$ cat config.mk
export PLATFORM = sky130hd
export DESIGN_NAME = vec_insn_decode_q
export DESIGN_NICKNAME = d
export VERILOG_FILES = /design/src/rtl/vec_decode_pkg.sv /design/src/rtl/vec_insn_classify.sv /design/src/rtl/vec_insn_decode_q.sv
export SDC_FILE = /design/constraint.sdc
export NUM_CORES = 1
export LEC_CHECK = 0
export ABC_AREA = 1
export CORE_MARGIN = 2
export CORE_UTILIZATION = 53
export DETAILED_ROUTE_END_ITERATION = 10
export DONT_BUFFER_PORTS = 1
export GPL_TIMING_DRIVEN = 0
export PLACE_DENSITY = 0.77
export SLEW_MARGIN = 10
export SYNTH_ARGS = -nofsm -noshare
export SYNTH_HDL_FRONTEND = slang
export SYNTH_SLANG_ARGS = --single-unit
$ cat constraint.sdc
create_clock -name clk -period 2.55 [get_ports clk]
set_input_delay 0.51 -clock clk [delete_from_list [all_inputs] [get_ports clk]]
set_output_delay 0.51 -clock clk [all_outputs]
set_load 0.03 [all_outputs]
$ cat src/rtl/vec_decode_pkg.sv
// Shared opcode constants, class/config enums and the decoded-record layout
// for the RVV instruction decoder and its output queue.
package vec_decode_pkg;

   localparam int INSN_W = 32;

   localparam logic [6:0] OPC_OPV     = 7'b1010111;
   localparam logic [6:0] OPC_LOADFP  = 7'b0000111;
   localparam logic [6:0] OPC_STOREFP = 7'b0100111;
   localparam logic [2:0] F3_CFG      = 3'b111;

   localparam logic [2:0] VW_E8  = 3'b000;
   localparam logic [2:0] VW_E16 = 3'b101;
   localparam logic [2:0] VW_E32 = 3'b110;
   localparam logic [2:0] VW_E64 = 3'b111;

   typedef enum logic [2:0] {
      CLS_CFG     = 3'd0,
      CLS_ALU     = 3'd1,
      CLS_LOAD    = 3'd2,
      CLS_STORE   = 3'd3,
      CLS_ILLEGAL = 3'd7
   } insn_class_e;

   typedef enum logic [1:0] {
      CFG_VSETVLI  = 2'd0,
      CFG_VSETVL   = 2'd2,
      CFG_VSETIVLI = 2'd3
   } cfg_type_e;

   typedef struct packed {
      insn_class_e cls;
      logic [2:0]  funct3;
      logic [4:0]  dest;
      logic [4:0]  src_1;
      logic [4:0]  src_2;
      logic        vm;
      logic [5:0]  funct6;
      logic [1:0]  mop;
      logic        mew;
      logic [2:0]  nf;
      logic [10:0] zimm_11;
      logic [9:0]  zimm_10;
      cfg_type_e   cfg_type;
   } vdec_rec_t;

   // Scalar FP widths 001..100 share the load/store opcodes but are not vector.
   function automatic logic is_vec_width(input logic [2:0] w);
      return (w == VW_E8) || (w == VW_E16) || (w == VW_E32) || (w == VW_E64);
   endfunction

endpackage

$ cat src/rtl/vec_insn_classify.sv
// Combinational RVV field slicer and instruction classifier.
module vec_insn_classify
   import vec_decode_pkg::*;
(
   input  logic [INSN_W-1:0] insn_i,
   output vdec_rec_t         rec_o
);

   logic [6:0] opcode;
   logic [2:0] width;
   logic       mem_ok;

   assign opcode = insn_i[6:0];
   assign width  = insn_i[14:12];
   assign mem_ok = is_vec_width(width) && !insn_i[28];

   always_comb begin
      rec_o          = '0;
      rec_o.funct3   = insn_i[14:12];
      rec_o.dest     = insn_i[11:7];
      rec_o.src_1    = insn_i[19:15];
      rec_o.src_2    = insn_i[24:20];
      rec_o.vm       = insn_i[25];
      rec_o.funct6   = insn_i[31:26];
      rec_o.mop      = insn_i[27:26];
      rec_o.mew      = insn_i[28];
      rec_o.nf       = insn_i[31:29];
      rec_o.zimm_11  = insn_i[30:20];
      rec_o.zimm_10  = insn_i[29:20];

      if (opcode == OPC_OPV) begin
         rec_o.cls = (width == F3_CFG) ? CLS_CFG : CLS_ALU;
      end else if (opcode == OPC_LOADFP && mem_ok) begin
         rec_o.cls = CLS_LOAD;
      end else if (opcode == OPC_STOREFP && mem_ok) begin
         rec_o.cls = CLS_STORE;
      end else begin
         rec_o.cls = CLS_ILLEGAL;
      end

      // Computed for every class; only meaningful when cls is CFG.
      case (insn_i[31:30])
         2'b10:   rec_o.cfg_type = CFG_VSETVL;
         2'b11:   rec_o.cfg_type = CFG_VSETIVLI;
         default: rec_o.cfg_type = CFG_VSETVLI;
      endcase
   end

endmodule

$ cat src/rtl/vec_insn_decode_q.sv
// RVV instruction decoder: classifies each accepted instruction and queues the
// decoded record in a DEPTH-entry FIFO ahead of vector issue.
module vec_insn_decode_q
   import vec_decode_pkg::*;
#(
   parameter int INSN_WIDTH = 32,
   parameter int DEPTH      = 2,
   parameter int CNT_WIDTH  = 16
) (
   input  logic                  clk,
   input  logic                  rst,
   input  logic                  flush,
   input  logic                  in_valid,
   output logic                  in_ready,
   input  logic [INSN_WIDTH-1:0] insn_in,
   output logic                  out_valid,
   input  logic                  out_ready,
   output logic [2:0]            out_class,
   output logic [2:0]            out_funct3,
   output logic [4:0]            out_dest,
   output logic [4:0]            out_src_1,
   output logic [4:0]            out_src_2,
   output logic                  out_vm,
   output logic [5:0]            out_funct6,
   output logic [1:0]            out_mop,
   output logic                  out_mew,
   output logic [2:0]            out_nf,
   output logic [10:0]           out_zimm_11,
   output logic [9:0]            out_zimm_10,
   output logic [1:0]            out_cfg_type,
   output logic [CNT_WIDTH-1:0]  decode_cnt,
   output logic [CNT_WIDTH-1:0]  illegal_cnt
);

   if (INSN_WIDTH != 32) begin : g_bad_insn_width
      $error("vec_insn_decode_q: INSN_WIDTH must be 32");
   end
   if (DEPTH < 2 || DEPTH > 16 || (DEPTH & (DEPTH - 1)) != 0) begin : g_bad_depth
      $error("vec_insn_decode_q: DEPTH must be a power of two in 2..16");
   end

   localparam int PTR_W = $clog2(DEPTH);
   localparam int CQ_W  = $clog2(DEPTH + 1);
   localparam logic [CQ_W-1:0] DEPTH_C = CQ_W'(DEPTH);

   vdec_rec_t             rec_dec;
   vdec_rec_t             head;
   vdec_rec_t             mem_q [DEPTH];
   logic [PTR_W-1:0]      wr_ptr_q, wr_ptr_d, rd_ptr_q, rd_ptr_d;
   logic [CQ_W-1:0]       count_q, count_d;
   logic [CNT_WIDTH-1:0]  dec_cnt_q, dec_cnt_d, ill_cnt_q, ill_cnt_d;
   logic                  push, pop;

   vec_insn_classify u_classify (
      .insn_i (insn_in),
      .rec_o  (rec_dec)
   );

   assign in_ready  = (count_q < DEPTH_C);
   assign out_valid = (count_q != '0);
   assign push      = in_valid && in_ready && !flush;
   assign pop       = out_valid && out_ready && !flush;

   always_comb begin
      wr_ptr_d  = wr_ptr_q;
      rd_ptr_d  = rd_ptr_q;
      count_d   = count_q;
      dec_cnt_d = dec_cnt_q;
      ill_cnt_d = ill_cnt_q;
      if (flush) begin
         wr_ptr_d = '0;
         rd_ptr_d = '0;
         count_d  = '0;
      end else begin
         if (push) wr_ptr_d = wr_ptr_q + PTR_W'(1);
         if (pop)  rd_ptr_d = rd_ptr_q + PTR_W'(1);
         if (push && !pop) count_d = count_q + CQ_W'(1);
         if (pop && !push) count_d = count_q - CQ_W'(1);
      end
      // Counters saturate at all-ones instead of wrapping.
      if (push && dec_cnt_q != '1) dec_cnt_d = dec_cnt_q + CNT_WIDTH'(1);
      if (push && rec_dec.cls == CLS_ILLEGAL && ill_cnt_q != '1)
         ill_cnt_d = ill_cnt_q + CNT_WIDTH'(1);
   end

   always_ff @(posedge clk or negedge rst) begin
      if (!rst) begin
         wr_ptr_q  <= '0;
         rd_ptr_q  <= '0;
         count_q   <= '0;
         dec_cnt_q <= '0;
         ill_cnt_q <= '0;
         for (int i = 0; i < DEPTH; i++) mem_q[i] <= '0;
      end else begin
         wr_ptr_q  <= wr_ptr_d;
         rd_ptr_q  <= rd_ptr_d;
         count_q   <= count_d;
         dec_cnt_q <= dec_cnt_d;
         ill_cnt_q <= ill_cnt_d;
         if (push) mem_q[wr_ptr_q] <= rec_dec;
      end
   end

   assign head         = mem_q[rd_ptr_q];
   assign out_class    = head.cls;
   assign out_funct3   = head.funct3;
   assign out_dest     = head.dest;
   assign out_src_1    = head.src_1;
   assign out_src_2    = head.src_2;
   assign out_vm       = head.vm;
   assign out_funct6   = head.funct6;
   assign out_mop      = head.mop;
   assign out_mew      = head.mew;
   assign out_nf       = head.nf;
   assign out_zimm_11  = head.zimm_11;
   assign out_zimm_10  = head.zimm_10;
   assign out_cfg_type = head.cfg_type;
   assign decode_cnt   = dec_cnt_q;
   assign illegal_cnt  = ill_cnt_q;

endmodule
; Word level (Yosys, flattened, before mapping)
; Cells that the tools add are included.
[word_totals]
reg_bits = 150
latch_bits = 0
ram_bits = 0
romBits = 0
input_bits = 37
out_inout_bits = 91
mem_count = 0
[classes]
addsub = 6
mul = 0
div = 0
order_cmp = 4
eq_ne = 11
n_shift = 0
n_mux = 18
bitwise = 2
n_reduce_logical = 25
[ops]
columns = op, n
row1 = $mux W57, 4
row2 = $bwmux W114, 1
row3 = $demux W57 S1, 1
row4 = $add A16 B1 Y16 const B, 2
row5 = $ne A16 B16 Y1 const B, 2
row6 = $logic_and A1 B1 Y1, 13
row7 = $eq A3 B3 Y1 const B, 4
row8 = $mux W3, 3
row9 = $eq A7 B3 Y1 const B, 1
row10 = $eq A7 B6 Y1 const B, 1
row11 = $eq A7 B7 Y1 const B, 1
row12 = $mux W2, 3
row13 = $reduce_bool A2 Y1, 3
row14 = $mux W1, 5
row15 = $eq A2 B2 Y1 const B, 2
row16 = $ge A2 B2 Y1 const B, 2
row17 = $logic_not A1 Y1, 4
row18 = $not A1 Y2, 2
row19 = $pmux W2 S2, 1
row20 = $logic_not A3 Y1, 1
row21 = $logic_or A1 B1 Y1, 3
row22 = $reduce_bool A3 Y1, 1
row23 = $add A1 B1 Y1 const B, 2
row24 = $add A2 B1 Y2 const B, 1
row25 = other kinds (3), 3

; Logic depth before layout (Yosys ltp)
; Gate-level depths: netlist of the first run.
[logic_depth]
ltp_word = 12
mapped_depth = 10
depth_no_buf = 9

; By module
; From an unflattened synthesis of the first run, not the netlist that was laid out.
[unflattened]
cells_unflattened = 1015
hier_area_um2 = 7664.9
[modules_own_cells]
columns = mod, instances, cells_per_inst, area_each_um2, seq_area_each_um2
row1 = vec_insn_decode_q, 1, 934, 7136.8, 3753.6
row2 = vec_insn_classify, 1, 81, 528.0, 0.0

; Least setup slack after synthesis of the first run
; No wires, ideal clock.
[synth_path]
kind = flip-flop to output port
startpoint = reg rd_ptr_q
endpoint = out out_nf[2]
t_arrival_ns = 1.559
required_time_ns = 2.040
setup_slack_ns = 0.481
path_stages_with_launch = 4
path_cell_list = dfrtp_1 clkbuf_1 o21ai_0 buf_4
[synth_via]
elab_chain_len = 4
[synth_lines]
columns = element, line
row1 = "start, declared", vec_insn_decode_q.sv:49  ; logic [PTR_W-1:0] wr_ptr_q, wr_ptr_d, rd_ptr_q, rd_ptr_d;
row2 = "start signal, assigned", vec_insn_decode_q.sv:96  ; rd_ptr_q <= rd_ptr_d;
row3 = $not A1 Y2 (not written as such), vec_insn_decode_q.sv:104  ; assign head = mem_q[rd_ptr_q];
row4 = $mux W57 (not written as such) (3 in series), vec_insn_decode_q.sv:104
row5 = "end, declared", vec_insn_decode_q.sv:27  ; output logic [2:0] out_nf,
; No other way between the ends. The select of a mux whose other input is x is not followed.

; Worst setup path in the final report of the first run
[layout_path]
startpoint = reg rd_ptr_q
endpoint = out out_zimm_10[2]
[layout_via]
elab_chain_len = 4
[layout_lines]
columns = element, line
row1 = $not A1 Y2 (not written as such), vec_insn_decode_q.sv:104
row2 = $mux W57 (not written as such) (3 in series), vec_insn_decode_q.sv:104
row3 = "end, declared", vec_insn_decode_q.sv:29  ; output logic [9:0] out_zimm_10,
; No other way between the ends. The select of a mux whose other input is x is not followed.

==> results of run 1 <==
kinds of logic (layout without fill, tap and decap cells):
| kind of cell | count (synthesis) | after routing | synth area share, % |
|---|---|---|---|
| compound gates | 75 | 75 | 7.38 |
| xor+xnor | 21 | 21 | 3.62 |
| fa+ha+maj | 2 | 2 | 0.492 |
| buf+inv | 119 | 134 | 11.4 |
| flops | 96 | 96 | 47.3 |
| simple gates | 354 | 354 | 29.9 |
state kept, by name, indices dropped and copies added (netlist names):
register,count
mem_q,60
decode_cnt,16
illegal_cnt,16
count_q,2
rd_ptr_q,1
wr_ptr_q,1
final timing paths:
path                                     start              to  slack [ns]  cells past startpoint
worst max-delay path                  rd_ptr_q  out_zimm_10[2]         0.1                      5
worst min-delay path                       rst       mem_q[49]       -0.16                      0
worst max register to register  illegal_cnt[0]  illegal_cnt[5]        0.48                      8
worst min register to register      mem_q[111]      mem_q[111]        0.49                      2
max in group asynchronous                  rst        rd_ptr_q        2.57                      0
min in group clk                   insn_in[31]        mem_q[0]        0.29                      2
timing repair:
action,in CTS,in global routing
endpoints found under the hold margin,96,96
cloned,0,0
setup endpoints to repair,49,20
resized for setup,6,9
critical path, cell delays in order, from the launching register on:
cell and delay [ns]:
dfrtp_2 0.49, clkinv_2 0.20, clkbuf_2 0.28, nand2_1 0.10
nand2_1 0.24, buf_4 0.27
area by class of cell:
type	instances	area [µm²]	share of cell area, %
plain buffers	49	320	5.86
clock buffers	11	141	2.59
clock inverters	5	56.3	1.03
inverters	69	260	4.76
multi-input cells	452	2120	38.8
flip-flops and latches	96	2400	44.0
well taps	129	161	2.95
power groups by stage:
stage	Combinational, W	Clock (W)	Sequential [W]
after floorplan	0.00264	0	0.00260
after global placement	0.00294	0	0.00267
after CTS	0.00301	0.00102	0.00268
after global routing	0.00330	0.00108	0.00277
after detailed placement	0.00302	0	0.00270
final	0.00301	0.00100	0.00268
per-stage QoR:
| step | std cells | hold slack [ns] | utilization [%] |
|---|---|---|---|
| floorplan | 667 | 0.214 | - |
| global placement | 796 | 0.218 | 56.5 |
| detailed placement | 796 | 0.217 | 56.5 |
| CTS | 811 | -0.178 | 58.7 |
| global route | 811 | -0.184 | 58.9 |
| finish | 811 | -0.163 | 58.9 |
metal layers:
metal  up-vias  GRT usage [%]  part of all wire (%)
li1       2076              -                     -
met1      2058           30.3                    42
met2       144           41.3                    49
met3        14           6.02                   7.2
met4         0           6.97                   1.5
met5         -              0                     0
placed cells by master, fill, tap and decap left out, types with 2 or more instances in the layout:
master,count
buf_4,30
o21ai_1,40
nand4_1,24
xor2_1,20
nand2_1,243
ha_1,2
clkinv_2,3
dfrtp_1,95
a21oi_1,3
nor2_4,2
nor2_1,39
nor3_1,5
clkbuf_2,4
buf_2,9
nor2_2,3
nand2_2,9
nand3_1,23
clkbuf_1,6
clkbuf_8,10
o21ai_0,32
nand4_4,2
inv_2,6
inv_1,62
==> metrics.yaml, run 1 <==
clock_path_buffers: 2
ys_types: 27
cts.sinks: 96
clk_pin_slew_ns: 0.09
port_buffers: 0
cap_violations: 0
max_slew_margin_pct: 25.6
first_pass_iters: 4
period_needed_ns: 2.45
post-synth-top-count-cell: "nand2_1"
grt_pass1_wl_um: 19800
routed_wl_um: 11900
status: "complete, but fails checks"
syn-cell-area_mm2: 0.00508
yosys_register_bits: 96
synth_top_area_cell: "dfrtp_1"
synthArstFlopShare_pct: 100
clockRootBuffer: "clkbuf_8"
fmax_mhz: 408
max-vdd-ir-drop_uv: 554
fp.dieH_um: 102
synth_top_area_share_pct: 47.3
ys_seq_area_share_pct: 47.3
design_area_mm2: 0.00546
cp.arrival_ns: 1.94
areaGrowthSynthToFinish_pct: 7.48
p_sw_share_pct: 49.4
power.leakage_nw: 2.82
pre_cts_ws_ns: -0.116
chipWidth_um: 102
synth.avg_cell_area_um2: 7.62
n_antenna_cell: 0
gp_congestion: 0.882
vias: 4292
fillCellCount: 905
path_class: "reg2out"
timing.final.hold_violations: 96
worstMarginPinSlew_ns: 1.10
ys_top_cells_by_area: "dfrtp_1 47%, nand2_1 18%, inv_1 4.6%, buf_4 4.4%, o21ai_1 3.8%"
grt_overflow: 0
clkLatencyLatePin_ns: 0.36
design_power_total_w: 0.00670
skew_ns: 0.0123
first_iter_violations: 167
fp.dieArea_mm2: 0.0104
io_pins: 128
powerDensity_mw_per_mm2: 1230
syn_nets: 706
drv_slew: 0
dp_hpwl_um: 8430
finalSetupViolCount: 0
cts_setup_buffers: 0
critPathLaunchType: "register"
period_share_pct: 96.1
numCtsBuffers: 9
synth_edf_count: 0
fin_ws_ns: 0.0986
p_switching_w: 0.00331
timing.hold.worst.class: "in2async"
grt_max_degree: 97
endpoint_kind: "output pin"
wl_per_cell_um: 14.7
drc: 0
syn-instance-count: 667
drive_gt1_share_pct: 12.6
pwr-share-clk_pct: 15.0
core_area_mm2: 0.00928
setup_tns_ns: 0
cts_tree: "yes"
intPower_w: 0.00339
final_nets: 716
cp.required_ns: 2.04
vias_per_cell: 5.29
initial_core_util_pct: 54.8
grt.total_usage_pct: 24.1
synth_commonest_cells: "250 x nand2_1, 96 x dfrtp_1, 62 x inv_1"
rsz0062_at_grt: "no"
power_frac_comb_pct: 45.0
grt_pass1_vias: 4260
hold_ws_ns: -0.163
seqPwrFrac_pct: 40.1
fp-row-count: 35
ys_warn_count: 0
cp_max_fo: 10
antenna_found_initial: 0
ys.flop_type: "dfrtp_1"
place_area_mm2: 0.00525
failed_checks: "hold timing"
cts_htree_levels: 3
ant_nets: 0
(Power assumes the default switching activity.)
==> inputs of run 2 (changes only) <==
Settings changed: CELL_PAD_IN_SITES_DETAIL_PLACEMENT from default to 0, CELL_PAD_IN_SITES_GLOBAL_PLACEMENT from default to 1, CORE_UTILIZATION 53 to 49, PLACE_DENSITY 0.77 to 0.93.
==> run 2 against run 1 <==
Compared with the run above:
- the flow still finishes with violations (hold timing)
- die area increased by 7.8%
- count of clock-buffer cells in the layout decreased by 1
- register-to-register slack improved by 0.02 ns
- global-route usage decreased by 1.6 points
- sequential power about the same
- sequential share of layout area decreased by 0.13 points
- clock skew decreased by 0.0018 ns
- power about the same
- via count decreased by 0.40%
- flip-flop and latch count unchanged
- critical path type unchanged
==> metrics.yaml, run 2 (same netlist as run 1, synthesis figures left out) <==
seqCellArea_mm2: 0.00240
clock_path_buffers: 2
period_needed_ns: 2.43
wl_per_cell_um: 14.6
multi_input_area_mm2: 0.00212
fp-row-count: 37
grt_max_degree: 97
crit-reg2reg-launch: "illegal_cnt[0]"
core_area_mm2: 0.0102
drv_slew: 0
fp.dieH_um: 106
hold_ws_ns: -0.174
fmax_mhz: 412
endpoint_kind: "output pin"
cts.sinks: 96
cp.required_ns: 2.04
design_area_mm2: 0.00548
cp.arrival_ns: 1.92
clk_pin_slew_ns: 0.10
clkLatencyLatePin_ns: 0.37
drive_gt1_share_pct: 12.6
max_slew_margin_pct: 29.0
timing.hold.worst.class: "in2async"
gp_congestion: 0.846
grt_pass1_vias: 4038
cts_htree_levels: 3
dr_wl_met3_um: 853
n_antenna_cell: 0
timing.final.hold_violations: 96
areaGrowthSynthToFinish_pct: 7.80
clockRootBuffer: "clkbuf_8"
failed_checks: "hold timing"
grt.total_usage_pct: 22.5
path_class: "reg2out"
vias: 4275
crit_top_cell: "nand2_1"
top_layer: "met4"
routed_wl_um: 11900
finalSetupViolCount: 0
largest_reg_flops: 60
numCtsBuffers: 9
status: "complete, but fails checks"
cp_cell_sequence: "clkinv_2, clkbuf_2, nand2_1, nand2_1, buf_4"
powerDensity_mw_per_mm2: 1220
slowest_delay_ns: 0.49
drc: 0
antenna_found_initial: 0
grt_overflow: 0
first_iter_violations: 212
critical_path.startpoint: "rd_ptr_q"
vias_per_cell: 5.23
period_share_pct: 95.1
wl_met2_um: 5740
slowest_stage: "dfrtp_2"
cts_setup_buffers: 0
power.leakage_nw: 2.82
chipWidth_um: 106
final_nets: 716
max-vdd-ir-drop_uv: 687
ant_nets: 0
worstMarginPinSlew_ns: 1.05
wl_met1_um: 5160
place_area_mm2: 0.00525
fp.dieArea_mm2: 0.0112
critPathLaunchType: "register"
cp_max_fo: 10
io_pins: 128
cap_violations: 0
skew_ns: 0.0105
initial_core_util_pct: 49.9
layout_commonest_cell: "nand2_1"
cts_tree: "yes"
top_register: "mem_q"
fillCellCount: 1015
port_buffers: 0
grt_pass1_wl_um: 20100
first_pass_iters: 4
most-common-layout-cells: "244 x nand2_1, 95 x dfrtp_1, 62 x inv_1"
rsz0062_at_grt: "no"
dp_hpwl_um: 8470
## run 2: per-layer routing
layer  vias to the layer above  GRT usage [%]
li1                       2087              -
met1                      2039           30.1
met2                       138           36.5
met3                        11           6.12
met4                         0           5.55
met5                         -              0
## run 2: critical path, delay by kind of cell, from the launching register on
family                 cells  cell delay (ns)
buffers and inverters      3             0.72
AND/OR/NAND/NOR            2             0.32
flip-flops                 1             0.49
## run 2: power breakdown
part / switching (W) / internal, W
sequential: 0.000590 / 0.00209
combinational: 0.00217 / 0.000814
clock: 0.000550 / 0.000484
## run 2: cell type report
class,count,area share [%]
clock inverter,6,1.23
clock buffer,10,2.51
inverter,69,4.75
multi-input combinational,452,38.7
buffer,49,5.82
tap,136,3.11
sequential,96,43.9
## run 2: path summary, 6_finish.rpt
| path | endpoint | slack [ns] | cells after the start |
|---|---|---|---|
| min in group clk | mem_q[0] | 0.27 | 2 |
| max in group asynchronous | decode_cnt[12] | 2.55 | 0 |
| worst max register to register | illegal_cnt[5] | 0.50 | 8 |
| worst min-delay path | mem_q[87] | -0.17 | 0 |
| worst max-delay path | out_zimm_11[1] | 0.12 | 5 |
| worst min register to register | mem_q[56] | 0.49 | 2 |
## run 2: per-stage QoR
stage / utilization [%] / setup slack, ns / std cells / total power, W / TNS [ns]
CTS: 53.6 / 0.0265 / 818 / 0.00672 / 0
detailed placement: 51.6 / -0.108 / 803 / 0.00569 / -1.94
global route: 53.8 / 0.00863 / 818 / 0.00716 / 0
finish: 53.8 / 0.124 / 818 / 0.00670 / 0
floorplan: - / 0.481 / 667 / 0.00524 / 0
global placement: 51.6 / -0.143 / 803 / 0.00562 / -2.82
## run 2: repair_timing
action	in CTS	in global routing
setup endpoints to repair	49	24
hold endpoints to repair	96	96
gates resized for setup	6	9
pin swaps	0	0
==> inputs of run 3 (changes only) <==
Settings changed: CORE_MARGIN 2 to default.
==> run 3 against run 2 <==
Compared with the run above:
- the run still ends with hold timing left
- critical endpoint is now out_nf[2]
- non-clock buffer count unchanged
- flip-flop and latch count unchanged
- combinational power about the same
- first-iteration DRC count down 3.3%
- global-route usage up 0.96 points
- highest routed layer unchanged
- final cell count down 0.37%
- die area down 3.7%
- routed wire length about the same
- fmax down 0.31%
- core utilization up 1.7 points
- clock power up 11%
==> metrics.yaml, run 3 (same netlist as run 1, synthesis figures left out) <==
status: "complete, but fails checks"
failed_checks: "hold timing"
areaGrowthSynthToFinish_pct: 8.22
timing.final.hold_violations: 96
first_iter_violations: 205
cts_tree: "yes"
largest_reg_flops: 60
clk_pin_slew_ns: 0.09
ant_nets: 0
routed_wl_um: 11900
grt_pass1_vias: 4065
design_power_total_w: 0.00681
critPathLaunchType: "register"
wl_met2_um: 5800
vias_per_cell: 5.20
top_layer: "met4"
wl_met1_um: 5130
fin_ws_ns: 0.116
vias: 4238
fp-row-count: 36
clkLatencyLatePin_ns: 0.37
top_register: "mem_q"
max_slew_margin_pct: 34.5
grt_pass1_wl_um: 20000
dr_wl_met3_um: 705
grt_overflow: 0
io_pins: 128
endpoint_kind: "output pin"
intPower_w: 0.00352
fp.dieH_um: 104
hold_ws_ns: -0.181
wl_per_cell_um: 14.6
pwr-share-clk_pct: 16.8
skew_ns: 0.00892
timing.hold.worst.class: "in2async"
grt.total_usage_pct: 23.5
final_nets: 716
gp_congestion: 0.847
p_switching_w: 0.00330
cts_setup_buffers: 0
drc: 0
fillCellCount: 992
first_pass_iters: 4
drv_slew: 0
n_antenna_cell: 0
period_needed_ns: 2.43
period_share_pct: 95.4
drive_gt1_share_pct: 12.5
worstMarginPinSlew_ns: 0.973
layout_commonest_cell: "nand2_1"
finalSetupViolCount: 0
powerDensity_mw_per_mm2: 1240
fp.dieArea_mm2: 0.0108
power_frac_comb_pct: 43.8
grt_max_degree: 97
p_sw_share_pct: 48.4
dp_hpwl_um: 8500
seqPwrFrac_pct: 39.4
pre_cts_ws_ns: -0.0463
rsz0062_at_grt: "yes"
clockRootBuffer: "clkbuf_8"
most-common-layout-cells: "243 x nand2_1, 95 x dfrtp_1, 62 x inv_1"
cap_violations: 0
initial_core_util_pct: 51.3
max-vdd-ir-drop_uv: 691
final_core_util_pct: 55.5
port_buffers: 0
chipWidth_um: 104
cp.arrival_ns: 1.92
cts_htree_levels: 3
antenna_found_initial: 0
clock_path_buffers: 2
numCtsBuffers: 9
path_class: "reg2out"
cp.required_ns: 2.04
cp_max_fo: 10
cts.sinks: 96
fmax_mhz: 411
power.leakage_nw: 2.83
core_area_mm2: 0.00991
[run 3: layer usage]
layer / vias up / global-route usage, %
li1: 2092 / -
met1: 1996 / 29.7
met2: 132 / 38.6
met3: 18 / 5.58
met4: 0 / 9.80
met5: - / 0
[run 3: what timing repair did]
action	in CTS	in global routing
resized for setup	5	9
endpoints found under the setup margin	51	26
endpoints found under the hold margin	96	96
[run 3: power groups by stage]
| stage | Clock, W | Combinational [W] | Sequential [W] |
|---|---|---|---|
| detailed placement | 0 | 0.00299 | 0.00270 |
| floorplan | 0 | 0.00264 | 0.00260 |
| finish | 0.00114 | 0.00299 | 0.00269 |
| global placement | 0 | 0.00293 | 0.00267 |
| CTS | 0.00117 | 0.00298 | 0.00268 |
| global route | 0.00123 | 0.00324 | 0.00276 |
[run 3: metrics by stage]
stage	area (µm²)	std cells	TNS (ns)
after global routing	5500	815	-0.0603
final	5500	815	0
after CTS	5480	815	0
after detailed placement	5250	800	-0.733
after global placement	5250	800	-0.978
after floorplan	5080	667	0
[run 3: layout make-up]
type,count,area (µm²),area share [%]
plain buffers,49,319,5.80
flip-flops and latches,96,2400,43.7
inverters,69,260,4.73
clock inverters,4,76.3,1.39
well taps,133,166,3.02
clock buffers,12,155,2.82
multi-input cells,452,2120,38.5
[run 3: worst paths after layout]
path / start / to / slack (ns) / cells after the start
worst max-delay path: rd_ptr_q / out_nf[2] / 0.12 / 4
min in group clk: insn_in[30] / mem_q[0] / 0.27 / 2
worst min register to register: mem_q[1] / mem_q[1] / 0.48 / 2
max in group asynchronous: rst / decode_cnt[7] / 2.56 / 0
worst max register to register: illegal_cnt[0] / illegal_cnt[9] / 0.48 / 8
worst min-delay path: rst / mem_q[58] / -0.18 / 0
[run 3: worst max-delay path, cell delays in order, from the launching register on]
cell and delay, ns:
dfrtp_2 0.50, clkbuf_2 0.32, nand2_1 0.09, o21ai_1 0.37, buf_4 0.28
